===== src/rtl/rv32_multicycle_ctrl_if.sv =====
// Control bundle between the multicycle RV32I controller and its datapath:
// IR fields and memory/branch status in, datapath enables/selects out.
interface rv32_multicycle_ctrl_if #(
  parameter int CNT_W = 32
);
  logic [6:0]       opcode;
  logic [2:0]       funct3;
  logic             funct7_5;
  logic             mem_ready;
  logic             branch_taken;

  logic [2:0]       state;
  logic             mem_req;
  logic             mem_we;
  logic             mem_addr_sel;
  logic             ir_we;
  logic             pc_we;
  logic [1:0]       pc_sel;
  logic             alu_a_sel;
  logic             alu_b_sel;
  logic [3:0]       alu_ctrl;
  logic             reg_we;
  logic [1:0]       wb_sel;
  logic             illegal;
  logic [CNT_W-1:0] instret;

  modport master (
    input  opcode, funct3, funct7_5, mem_ready, branch_taken,
    output state, mem_req, mem_we, mem_addr_sel, ir_we, pc_we, pc_sel,
           alu_a_sel, alu_b_sel, alu_ctrl, reg_we, wb_sel, illegal, instret
  );

  modport slave (
    output opcode, funct3, funct7_5, mem_ready, branch_taken,
    input  state, mem_req, mem_we, mem_addr_sel, ir_we, pc_we, pc_sel,
           alu_a_sel, alu_b_sel, alu_ctrl, reg_we, wb_sel, illegal, instret
  );
endinterface


===== src/rtl/rv32_multicycle_ctrl.sv =====
// Multicycle RV32I control FSM: sequences fetch/decode/exec/mem/writeback over a
// shared single-port memory and counts retired instructions.
//
// state  | meaning
// FETCH  | read instruction at PC, load IR on mem_ready
// DECODE | classify opcode, trap on unsupported
// EXEC   | ALU setup; branches resolve and retire here
// MEM    | load/store access at ALU address; stores retire here
// WB     | register write and PC update, retire
// TRAP   | unsupported opcode, held until reset
module rv32_multicycle_ctrl #(
  parameter int CNT_W = 32
) (
  input logic                   clk,
  input logic                   rst,
  rv32_multicycle_ctrl_if.master bus
);
  typedef enum logic [2:0] {
    FETCH  = 3'd0,
    DECODE = 3'd1,
    EXEC   = 3'd2,
    MEM    = 3'd3,
    WB     = 3'd4,
    TRAP   = 3'd5
  } state_t;

  localparam logic [6:0] OP_R      = 7'b0110011;
  localparam logic [6:0] OP_I      = 7'b0010011;
  localparam logic [6:0] OP_LOAD   = 7'b0000011;
  localparam logic [6:0] OP_STORE  = 7'b0100011;
  localparam logic [6:0] OP_BRANCH = 7'b1100011;
  localparam logic [6:0] OP_JAL    = 7'b1101111;
  localparam logic [6:0] OP_JALR   = 7'b1100111;
  localparam logic [6:0] OP_LUI    = 7'b0110111;
  localparam logic [6:0] OP_AUIPC  = 7'b0010111;

  state_t           state_q, state_d;
  logic [CNT_W-1:0] instret_q;

  logic       mem_req_c, mem_we_c, mem_addr_sel_c, ir_we_c, pc_we_c;
  logic [1:0] pc_sel_c, wb_sel_c;
  logic       alu_a_sel_c, alu_b_sel_c, reg_we_c, illegal_c;
  logic [3:0] alu_ctrl_c;
  logic       supported;

  always_ff @(posedge clk or posedge rst) begin
    if (rst) begin
      state_q   <= FETCH;
      instret_q <= '0;
    end else begin
      state_q <= state_d;
      if (pc_we_c && state_q != TRAP)
        instret_q <= instret_q + 1'b1;
    end
  end

  always_comb begin
    supported = 1'b0;
    case (bus.opcode)
      OP_R, OP_I, OP_LOAD, OP_STORE, OP_BRANCH,
      OP_JAL, OP_JALR, OP_LUI, OP_AUIPC: supported = 1'b1;
      default:                           supported = 1'b0;
    endcase
  end

  always_comb begin
    state_d        = state_q;
    mem_req_c      = 1'b0;
    mem_we_c       = 1'b0;
    mem_addr_sel_c = 1'b0;
    ir_we_c        = 1'b0;
    pc_we_c        = 1'b0;
    pc_sel_c       = 2'b00;
    alu_a_sel_c    = 1'b0;
    alu_b_sel_c    = 1'b0;
    alu_ctrl_c     = 4'b0000;
    reg_we_c       = 1'b0;
    wb_sel_c       = 2'b00;
    illegal_c      = 1'b0;

    case (state_q)
      FETCH: begin
        mem_req_c = 1'b1;
        if (bus.mem_ready) begin
          ir_we_c = 1'b1;
          state_d = DECODE;
        end
      end
      DECODE: state_d = supported ? EXEC : TRAP;
      EXEC: begin
        case (bus.opcode)
          OP_R: begin
            alu_ctrl_c = {bus.funct7_5, bus.funct3};
            state_d    = WB;
          end
          OP_I: begin
            alu_b_sel_c = 1'b1;
            // IR[30] only selects SRAI vs SRLI; for other I-ops it is immediate bits
            alu_ctrl_c  = (bus.funct3 == 3'b101) ? {bus.funct7_5, bus.funct3}
                                                 : {1'b0, bus.funct3};
            state_d     = WB;
          end
          OP_LOAD, OP_STORE: begin
            alu_b_sel_c = 1'b1;
            state_d     = MEM;
          end
          OP_BRANCH: begin
            case (bus.funct3[2:1])
              2'b10:   alu_ctrl_c = 4'b0010;
              2'b11:   alu_ctrl_c = 4'b0011;
              default: alu_ctrl_c = 4'b1000;
            endcase
            pc_we_c  = 1'b1;
            pc_sel_c = bus.branch_taken ? 2'b01 : 2'b00;
            state_d  = FETCH;
          end
          OP_AUIPC: begin
            alu_a_sel_c = 1'b1;
            alu_b_sel_c = 1'b1;
            state_d     = WB;
          end
          OP_JAL, OP_JALR, OP_LUI: state_d = WB;
          default:                 state_d = TRAP;
        endcase
      end
      MEM: begin
        mem_req_c      = 1'b1;
        mem_addr_sel_c = 1'b1;
        mem_we_c       = (bus.opcode == OP_STORE);
        if (bus.mem_ready) begin
          if (bus.opcode == OP_STORE) begin
            pc_we_c = 1'b1;
            state_d = FETCH;
          end else begin
            state_d = WB;
          end
        end
      end
      WB: begin
        reg_we_c = 1'b1;
        pc_we_c  = 1'b1;
        state_d  = FETCH;
        case (bus.opcode)
          OP_LOAD: wb_sel_c = 2'b01;
          OP_JAL:  begin wb_sel_c = 2'b10; pc_sel_c = 2'b01; end
          OP_JALR: begin
            wb_sel_c    = 2'b10;
            pc_sel_c    = 2'b10;
            alu_b_sel_c = 1'b1;
          end
          OP_LUI:  wb_sel_c = 2'b11;
          default: wb_sel_c = 2'b00;
        endcase
      end
      TRAP:    illegal_c = 1'b1;
      default: state_d = FETCH;
    endcase
  end

  // Gate with rst so an aborted instruction cannot leak a write in the reset cycle
  assign bus.state        = state_q;
  assign bus.mem_req      = mem_req_c & ~rst;
  assign bus.mem_we       = mem_we_c & ~rst;
  assign bus.mem_addr_sel = mem_addr_sel_c & ~rst;
  assign bus.ir_we        = ir_we_c & ~rst;
  assign bus.pc_we        = pc_we_c & ~rst;
  assign bus.pc_sel       = rst ? 2'b00 : pc_sel_c;
  assign bus.alu_a_sel    = alu_a_sel_c & ~rst;
  assign bus.alu_b_sel    = alu_b_sel_c & ~rst;
  assign bus.alu_ctrl     = rst ? 4'b0000 : alu_ctrl_c;
  assign bus.reg_we       = reg_we_c & ~rst;
  assign bus.wb_sel       = rst ? 2'b00 : wb_sel_c;
  assign bus.illegal      = illegal_c & ~rst;
  assign bus.instret      = rst ? '0 : instret_q;
endmodule


===== src/flat_wrapper.sv =====
// flat-port wrapper written by rule: the top's interface ports become plain ports
module rv32_multicycle_ctrl_flat 
#(
  parameter int CNT_W = 32
)
  (clk, rst, bus_opcode, bus_funct3, bus_funct7_5, bus_mem_ready, bus_branch_taken, bus_state, bus_mem_req, bus_mem_we, bus_mem_addr_sel, bus_ir_we, bus_pc_we, bus_pc_sel, bus_alu_a_sel, bus_alu_b_sel, bus_alu_ctrl, bus_reg_we, bus_wb_sel, bus_illegal, bus_instret);
  rv32_multicycle_ctrl_if #(.CNT_W(CNT_W)) bus_i ();
  input logic clk;
  input logic rst;
  input wire logic [$bits(bus_i.opcode)-1:0] bus_opcode;
  input wire logic [$bits(bus_i.funct3)-1:0] bus_funct3;
  input wire logic [$bits(bus_i.funct7_5)-1:0] bus_funct7_5;
  input wire logic [$bits(bus_i.mem_ready)-1:0] bus_mem_ready;
  input wire logic [$bits(bus_i.branch_taken)-1:0] bus_branch_taken;
  output wire logic [$bits(bus_i.state)-1:0] bus_state;
  output wire logic [$bits(bus_i.mem_req)-1:0] bus_mem_req;
  output wire logic [$bits(bus_i.mem_we)-1:0] bus_mem_we;
  output wire logic [$bits(bus_i.mem_addr_sel)-1:0] bus_mem_addr_sel;
  output wire logic [$bits(bus_i.ir_we)-1:0] bus_ir_we;
  output wire logic [$bits(bus_i.pc_we)-1:0] bus_pc_we;
  output wire logic [$bits(bus_i.pc_sel)-1:0] bus_pc_sel;
  output wire logic [$bits(bus_i.alu_a_sel)-1:0] bus_alu_a_sel;
  output wire logic [$bits(bus_i.alu_b_sel)-1:0] bus_alu_b_sel;
  output wire logic [$bits(bus_i.alu_ctrl)-1:0] bus_alu_ctrl;
  output wire logic [$bits(bus_i.reg_we)-1:0] bus_reg_we;
  output wire logic [$bits(bus_i.wb_sel)-1:0] bus_wb_sel;
  output wire logic [$bits(bus_i.illegal)-1:0] bus_illegal;
  output wire logic [$bits(bus_i.instret)-1:0] bus_instret;
  assign bus_i.opcode = bus_opcode;
  assign bus_i.funct3 = bus_funct3;
  assign bus_i.funct7_5 = bus_funct7_5;
  assign bus_i.mem_ready = bus_mem_ready;
  assign bus_i.branch_taken = bus_branch_taken;
  assign bus_state = bus_i.state;
  assign bus_mem_req = bus_i.mem_req;
  assign bus_mem_we = bus_i.mem_we;
  assign bus_mem_addr_sel = bus_i.mem_addr_sel;
  assign bus_ir_we = bus_i.ir_we;
  assign bus_pc_we = bus_i.pc_we;
  assign bus_pc_sel = bus_i.pc_sel;
  assign bus_alu_a_sel = bus_i.alu_a_sel;
  assign bus_alu_b_sel = bus_i.alu_b_sel;
  assign bus_alu_ctrl = bus_i.alu_ctrl;
  assign bus_reg_we = bus_i.reg_we;
  assign bus_wb_sel = bus_i.wb_sel;
  assign bus_illegal = bus_i.illegal;
  assign bus_instret = bus_i.instret;
  rv32_multicycle_ctrl #(.CNT_W(CNT_W)) u_core (.clk(clk), .rst(rst), .bus(bus_i));
endmodule

===== config.mk =====
export PLATFORM = sky130hd
export DESIGN_NAME = rv32_multicycle_ctrl_flat
export DESIGN_NICKNAME = d
export VERILOG_FILES = /design/src/rtl/rv32_multicycle_ctrl_if.sv /design/src/rtl/rv32_multicycle_ctrl.sv /design/src/flat_wrapper.sv
export SDC_FILE = /design/constraint.sdc
export NUM_CORES = 1
export LEC_CHECK = 0
export ABC_CLOCK_PERIOD_IN_PS = 2650
export CORE_UTILIZATION = 49
export CTS_BUF_LIST = sky130_fd_sc_hd__clkbuf_8
export DETAILED_ROUTE_END_ITERATION = 8
export PLACE_DENSITY = 0.84
export SLEW_MARGIN = 20
export SYNTH_ARGS = -nofsm -noshare
export SYNTH_HDL_FRONTEND = slang
export SYNTH_SLANG_ARGS = --single-unit

===== constraint.sdc =====
create_clock -name clk -period 2.65 [get_ports clk]
set_input_delay 0.265 -clock clk [delete_from_list [all_inputs] [get_ports clk]]
set_output_delay 0.265 -clock clk [all_outputs]
set_load 0.1 [all_outputs]

==> results of run 1 <==
## cells in the mapped netlist (all sizes together), types with 2 or more instances
master / number
dfrtp: 35
nor2b: 33
nor2: 24
nor3: 18
nand2: 16
xor2: 16
xnor2: 15
nand3: 11
and3: 8
clkbuf: 8
nand4: 8
inv: 7
nor4: 7
a21oi: 6
o21ai: 4
or3: 4
a211o: 3
buf: 3
nand2b: 3
or2: 3
a22oi: 2
and2: 2
nand3b: 2
nand4bb: 2
## how the worst max path moves through the flow
| stage | start | end | slack (ns) | cells past startpoint |
|---|---|---|---|---|
| floorplan | rst | bus_alu_b_sel | -0.18 | 6 |
| CTS | rst | bus_alu_ctrl[0] | 0.33 | 7 |
| finish | rst | bus_alu_ctrl[0] | 0.31 | 7 |
| global placement | bus_opcode[2] | u_core.instret_q[30] | 0.29 | 7 |
| detailed placement | bus_opcode[2] | u_core.instret_q[10] | 0.19 | 7 |
| global route | rst | bus_alu_ctrl[0] | 0.22 | 7 |
## state kept, by name, summed over array words and instances, names as in the netlist
name	flops
u_core.bus.state	3
u_core.instret_q	32
## cell type report
class | count | area, um^2
well taps | 52 | 65.1
flip-flops and latches | 35 | 880
clock buffers | 6 | 82.6
multi-input cells | 203 | 1480
inverters | 7 | 33.8
repair buffers | 75 | 1210
fillers | 231 | 688
clock inverters | 1 | 5.00
## worst max-delay path, delay by kind of cell
| family | cells | cell delay (ns) |
|---|---|---|
| AO/OA/AOI/OAI | 1 | 0.16 |
| buffers and inverters | 3 | 0.91 |
| AND/OR/NAND/NOR | 3 | 0.73 |
## per-stage QoR
step | utilization (%) | worst slack, ns
final | 84.5 | 0.313
after global routing | 84.5 | 0.222
after CTS | 84.5 | 0.332
after global placement | 82.5 | 0.291
after detailed placement | 82.5 | 0.189
after floorplan | - | -0.184
## kinds of logic after synthesis
logic type	after synthesis	share of synthesized area (%)
buf+inv	18	3.13
mux	1	0.485
flops	35	37.7
compound gates	25	8.35
simple gates	145	38.1
fa+ha+maj	1	0.539
xor+xnor	31	11.7
## metal layers
metal	share of wire, %	vias to the layer above
li1	-	1027
met1	42	1053
met2	51	74
met3	4.7	16
met4	2.3	0
met5	0	-
## power groups by stage
stage	combinational, mW	sequential, mW	clock [mW]
2_1_floorplan	0.594	0.764	0
3_3_place_gp	0.943	0.702	0
3_5_place_dp	0.962	0.708	0
4_1_cts	0.963	0.699	0.397
5_1_grt	0.995	0.711	0.419
6_report	0.960	0.700	0.389
==> impl_results.md, run 1 <==
- Status: complete, no violations
- Met1 Track Usage GR: 36.1%
- Ys Warns: 0
- Clk_skew: 0.00437 ns
- Final setup vio count: 0
- Cells after DPL: 372
- Yosys reg bits: 35
- Final std cells w/o fill: 379
- Setup Total Neg Slack: 0 ns
- Slowest cell on crit path: clkdlybuf4s50_1
- Critical path fanouts, max: 9
- Aggregate global-route resource usage: 27.0%
- Final hold slack: 0.473 ns
- GRT overflow: 0
- CTS max path bufs: 2
- R2R depth: 6
- Pint: 1.11 mW
- Period utilization: 88.2%
- Crit-path cells: clkdlybuf4s50_1, buf_4, nor2_1, nand2_1, or2_2, a21oi_4, buf_12
- Clock network fraction of design power: 19.0%
- Endpoint of the worst register-to-register path: u_core.instret_q[30]
- Via count: 2,170
- Commonest non-fill, non-tap cells in the layout: 49 x buf_12, 32 x nor2b_1, 32 x dfrtp_1
- Iteration-0 DRC Markers: 217
- Setup repair bufs after CTS: 0
- Min-delay worst type: reg -> reg
- Most used DFF post-synth: dfrtp_1
- Core box area: 0.00444 mm^2
- Switching portion of total power: 45.6%
- Antenna violation net count after detailed routing: 0
- Die Y: 70.8 um
- Post-Syn Nets: 272
- Initial Utilization: 52.3%
- Dpl hpwl: 4730 um
- Post-synth EDFFs: 0
- Pin count of the biggest net entering global routing: 37
- Asr flop ratio synth: 100%
- Peak supply drop: 366 uV
- H-Tree Level Count: 2
- Largest cells by area after synthesis: dfrtp_1 38%, nor2b_1 8.9%, xor2_1 6.0%
- Number of remaining DRC errors: 0
- Final total power: 2.05 mW
- Slowest stage delay, CP: 0.49 ns
- Area grow syn2layout: 61.7%
- Net Sw Power: 935 uW
- Crit path DAT: 2.07 ns
- Area of the die: 0.00502 mm^2
- Routed len/inst: 16.7 um
- Maxcap violations: 0
- Grt met2 use: 44.0%
- PwrDens: 546 mW/mm^2
- Layout cells sized above 1: 31.8%
- Critical Path Sink Type: output pin
- Logic gate share of total power: 46.8%
- Unique cell type count in the Yosys netlist: 49
- Synth Instances: 256
- Synthesized area per cell: 9.07 um^2
- Port bufs: 66
- Fmax: 0.428 GHz
- I/O pins: 67
- Hold_buf cts: 0
- Max-slew violations: 0
- Final hold vios: 0
- Slew at the pin with the worst max-slew slack: 0.469 ns
- GP Congestion: 0.873
- Post-Syn Area: 0.00232 mm^2
- Final nets: 343
- Top cell type's share of synthesized area: 37.7%
- Post-CTS Resized: 0
- Die Wd: 70.8 um
- Leakage: 1.56 nW
- Most used routing layer: met2
- Clk Latency, worst-skew pair: 0.29 ns
- Slew headroom: 67.9%
- Drt total wl: 6330 um
- Clock Sinks: 35
- Worst Hold Depth: 1
- Root buf cell: clkbuf_8
- RR Startpoint: u_core.bus.state[2]
- Rows: 24
- Worst hold start: u_core.instret_q[31]
- Worst R2R Setup Slack: 0.49 ns
- CTS tree: done
- Finished Cell Area: 0.00376 mm^2
- Critical path startpoint category: primary input
- Placed cell area: 0.00367 mm^2
- GRT met3 Usage: 5.27%
- Number of iterations in the first detailed-routing pass: 6
- Ant. Diodes: 0
- Clock slew at the register clock pins of the worst setup and hold paths: 0.06 ns
- RSZ-0062 raised after global routing: false
- Worst Hold End: u_core.instret_q[31]
- Initial antenna violation count: 0
- Vias in the first global route: 2,159
- Most common cell after layout, fill and taps aside: buf_12
- Sequential cell area fraction in the yosys report: 37.7%
- Via-to-Cell Ratio: 5.73
- Crit path kind: in -> out
- Post-synth top area cell: dfrtp_1
- Final min period: 2.34 ns
- CTS buffer count: 5
- CP Data Required Time: 2.38 ns
- First-pass GRT wire length: 10,600 um
- Sequential share of power: 34.2%
Power figures use the tool's default switching activity.
==> run 2, diff against run 1 <==
--- a/config.mk
+++ b/config.mk
@@ -6,10 +6,9 @@
 export NUM_CORES = 1
 export LEC_CHECK = 0
 export ABC_CLOCK_PERIOD_IN_PS = 2650
-export CORE_UTILIZATION = 49
-export CTS_BUF_LIST = sky130_fd_sc_hd__clkbuf_8
+export CORE_UTILIZATION = 48
 export DETAILED_ROUTE_END_ITERATION = 8
-export PLACE_DENSITY = 0.84
+export PLACE_DENSITY = 0.83
 export SLEW_MARGIN = 20
 export SYNTH_ARGS = -nofsm -noshare
 export SYNTH_HDL_FRONTEND = slang
==> impl_results.md, run 2 (synthesis gave the netlist of run 1 again) <==
- Number of iterations in the first detailed-routing pass: 5 (-1)
- Family with the most delay on the worst path: buffers and inverters
- Crit path kind: in -> out
- Final setup vio count: 0 (unchanged)
- Slowest stage delay, CP: 0.51 ns (+0.02 ns)
- First-pass GRT wire length: 10,800 um (+1.6%)
- Commonest non-fill, non-tap cells in the layout: 49 x buf_12, 32 x nor2b_1, 32 x dfrtp_1
- Buf/Inv on CP: 3 (unchanged)
- Placed cell area: 0.00366 mm^2 (-0.20%)
- Hold_buf cts: 0 (unchanged)
- Final hold vios: 0 (unchanged)
- Crit path launch: rst
- CP Data Required Time: 2.38 ns (about the same)
- Fmax: 0.418 GHz (-2.3%)
- Via count: 2,249 (+3.6%)
- Finished Cell Area: 0.00375 mm^2 (-0.27%)
- Max-slew violations: 0 (unchanged)
- Final min period: 2.39 ns (+0.0561 ns)
- Final nets: 342 (-0.29%)
- I/O pins: 67 (unchanged)
- RR Startpoint: u_core.instret_q[6]
- Layout cells sized above 1: 31.5% (-0.31 points)
- Max layer used: met4
- Clk Latency, worst-skew pair: 0.29 ns (about the same)
- Clk_skew: 0.00482 ns (+0.000451 ns)
- Worst hold start: u_core.instret_q[31]
- GP Congestion: 0.870 (-0.33%)
- Critical Path Sink Type: output pin
- Critical path fanouts, max: 16 (+7)
- Die Wd: 71.6 um (+1.0%)
- Post-CTS Resized: 0 (unchanged)
- Status: complete, no violations
- Most common cell after layout, fill and taps aside: buf_12
- Initial Utilization: 51.6% (-0.70 points)
- CTS buffer count: 5 (unchanged)
- Most flops, register: u_core.instret_q
- Cells after DPL: 371 (-0.27%)
- Ant. Diodes: 0 (unchanged)
- Met1 wire length: 2760 um (+2.9%)
- Max reg flops: 32 (unchanged)
- PwrDens: 551 mW/mm^2 (+0.92%)
- Vias in the first global route: 2,211 (+2.4%)
- Via-to-Cell Ratio: 5.93 (+3.6%)
- Maxcap violations: 0 (unchanged)
- Die Y: 71.6 um (+1.0%)
- Area of the die: 0.00512 mm^2 (+2.0%)
- Root buf cell: clkbuf_8
- Min-delay worst type: reg -> reg
- RSZ-0062 raised after global routing: false
- Met2 WL: 3320 um (+3.7%)
- Iteration-0 DRC Markers: 162 (-25%)
- Peak supply drop: 354 uV (-3.5%)
- Period utilization: 90.3% (+2.1 points)
- Crit-path cells: clkdlybuf4s50_1, buf_4, nor2_1, nand2_1, or2_2, a21oi_4, buf_12
- Clock slew at the register clock pins of the worst setup and hold paths: 0.07 ns (about the same)
- Pin count of the biggest net entering global routing: 37 (unchanged)
- Slew headroom: 70.1% (+2.2 points)
- Core box area: 0.00450 mm^2 (+1.4%)
- Area grow syn2layout: 61.3%
- Slowest cell on crit path: clkdlybuf4s50_1
- Final hold slack: 0.458 ns (-0.0145 ns)
- Drt total wl: 6560 um (+3.6%)
- Critical path startpoint category: primary input
- DR WL met3: 330 um (+10%)
- CTS tree: done
- Aggregate global-route resource usage: 27.2% (+0.23 points)
- H-Tree Level Count: 2 (unchanged)
- Setup repair bufs after CTS: 0 (unchanged)
- Antenna violation net count after detailed routing: 0 (unchanged)
- Slew at the pin with the worst max-slew slack: 0.437 ns (-0.0322 ns)
- Final std cells w/o fill: 379 (unchanged)
- Routed len/inst: 17.3 um (+3.6%)
- Crit path DAT: 2.13 ns (+0.06 ns)
- Dpl hpwl: 4860 um (+2.7%)
- Initial antenna violation count: 0 (unchanged)
- Leakage: 1.55 nW (-0.69%)
- GRT overflow: 0 (unchanged)
- CTS max path bufs: 2 (unchanged)
- Rows: 24 (unchanged)
- Clock Sinks: 35 (unchanged)
- Port bufs: 66 (unchanged)
- Number of remaining DRC errors: 0 (unchanged)
[run 2: cell count changes in the layout (fill, tap and decap cells not counted), sizes merged]
| cell | before | now |
|---|---|---|
| clkinvlp | 2 | 3 |
| buf | 61 | 60 |
[run 2: metrics by stage]
step / power, mW / util, % / setup TNS, ns / setup slack (ns)
CTS: 2.07 / 83.2 / 0 / 0.273
global placement: 1.64 / 81.3 / 0 / 0.334
detailed placement: 1.68 / 81.3 / 0 / 0.280
global route: 2.14 / 83.2 / 0 / 0.203
finish: 2.06 / 83.2 / 0 / 0.257
floorplan: 1.36 / - / -0.468 / -0.184
[run 2: power by group]
| part | total (mW) | switching (mW) | internal [mW] |
|---|---|---|---|
| clock | 0.389 | 0.205 | 0.184 |
| combinational | 0.971 | 0.652 | 0.318 |
| sequential | 0.703 | 0.111 | 0.591 |
| total | 2.06 | 0.969 | 1.09 |
[run 2: final timing paths]
kind	end	slack [ns]	depth (start not counted)
max	bus_alu_ctrl[0]	0.26	7
min	u_core.instret_q[31]	0.46	1
max reg2reg	u_core.instret_q[30]	0.62	5
min reg2reg	u_core.instret_q[31]	0.46	1
max in group asynchronous	u_core.bus.state[1]	1.70	3
min in group asynchronous	u_core.bus.state[0]	0.61	3
[run 2: cell type report]
cell class,instances,area [um^2]
inverter,7,33.8
clock inverter,2,12.5
timing repair buffer,74,1200
clock buffer,6,72.6
multi-input combinational,203,1480
tap,52,65.1
sequential,35,880
fill,236,758
[run 2: metal layers]
layer / global-route usage, % / vias to the layer above
li1: - / 1028
met5: 0 / -
met1: 36.0 / 1107
met4: 10.5 / 0
met2: 44.0 / 97
met3: 5.91 / 17
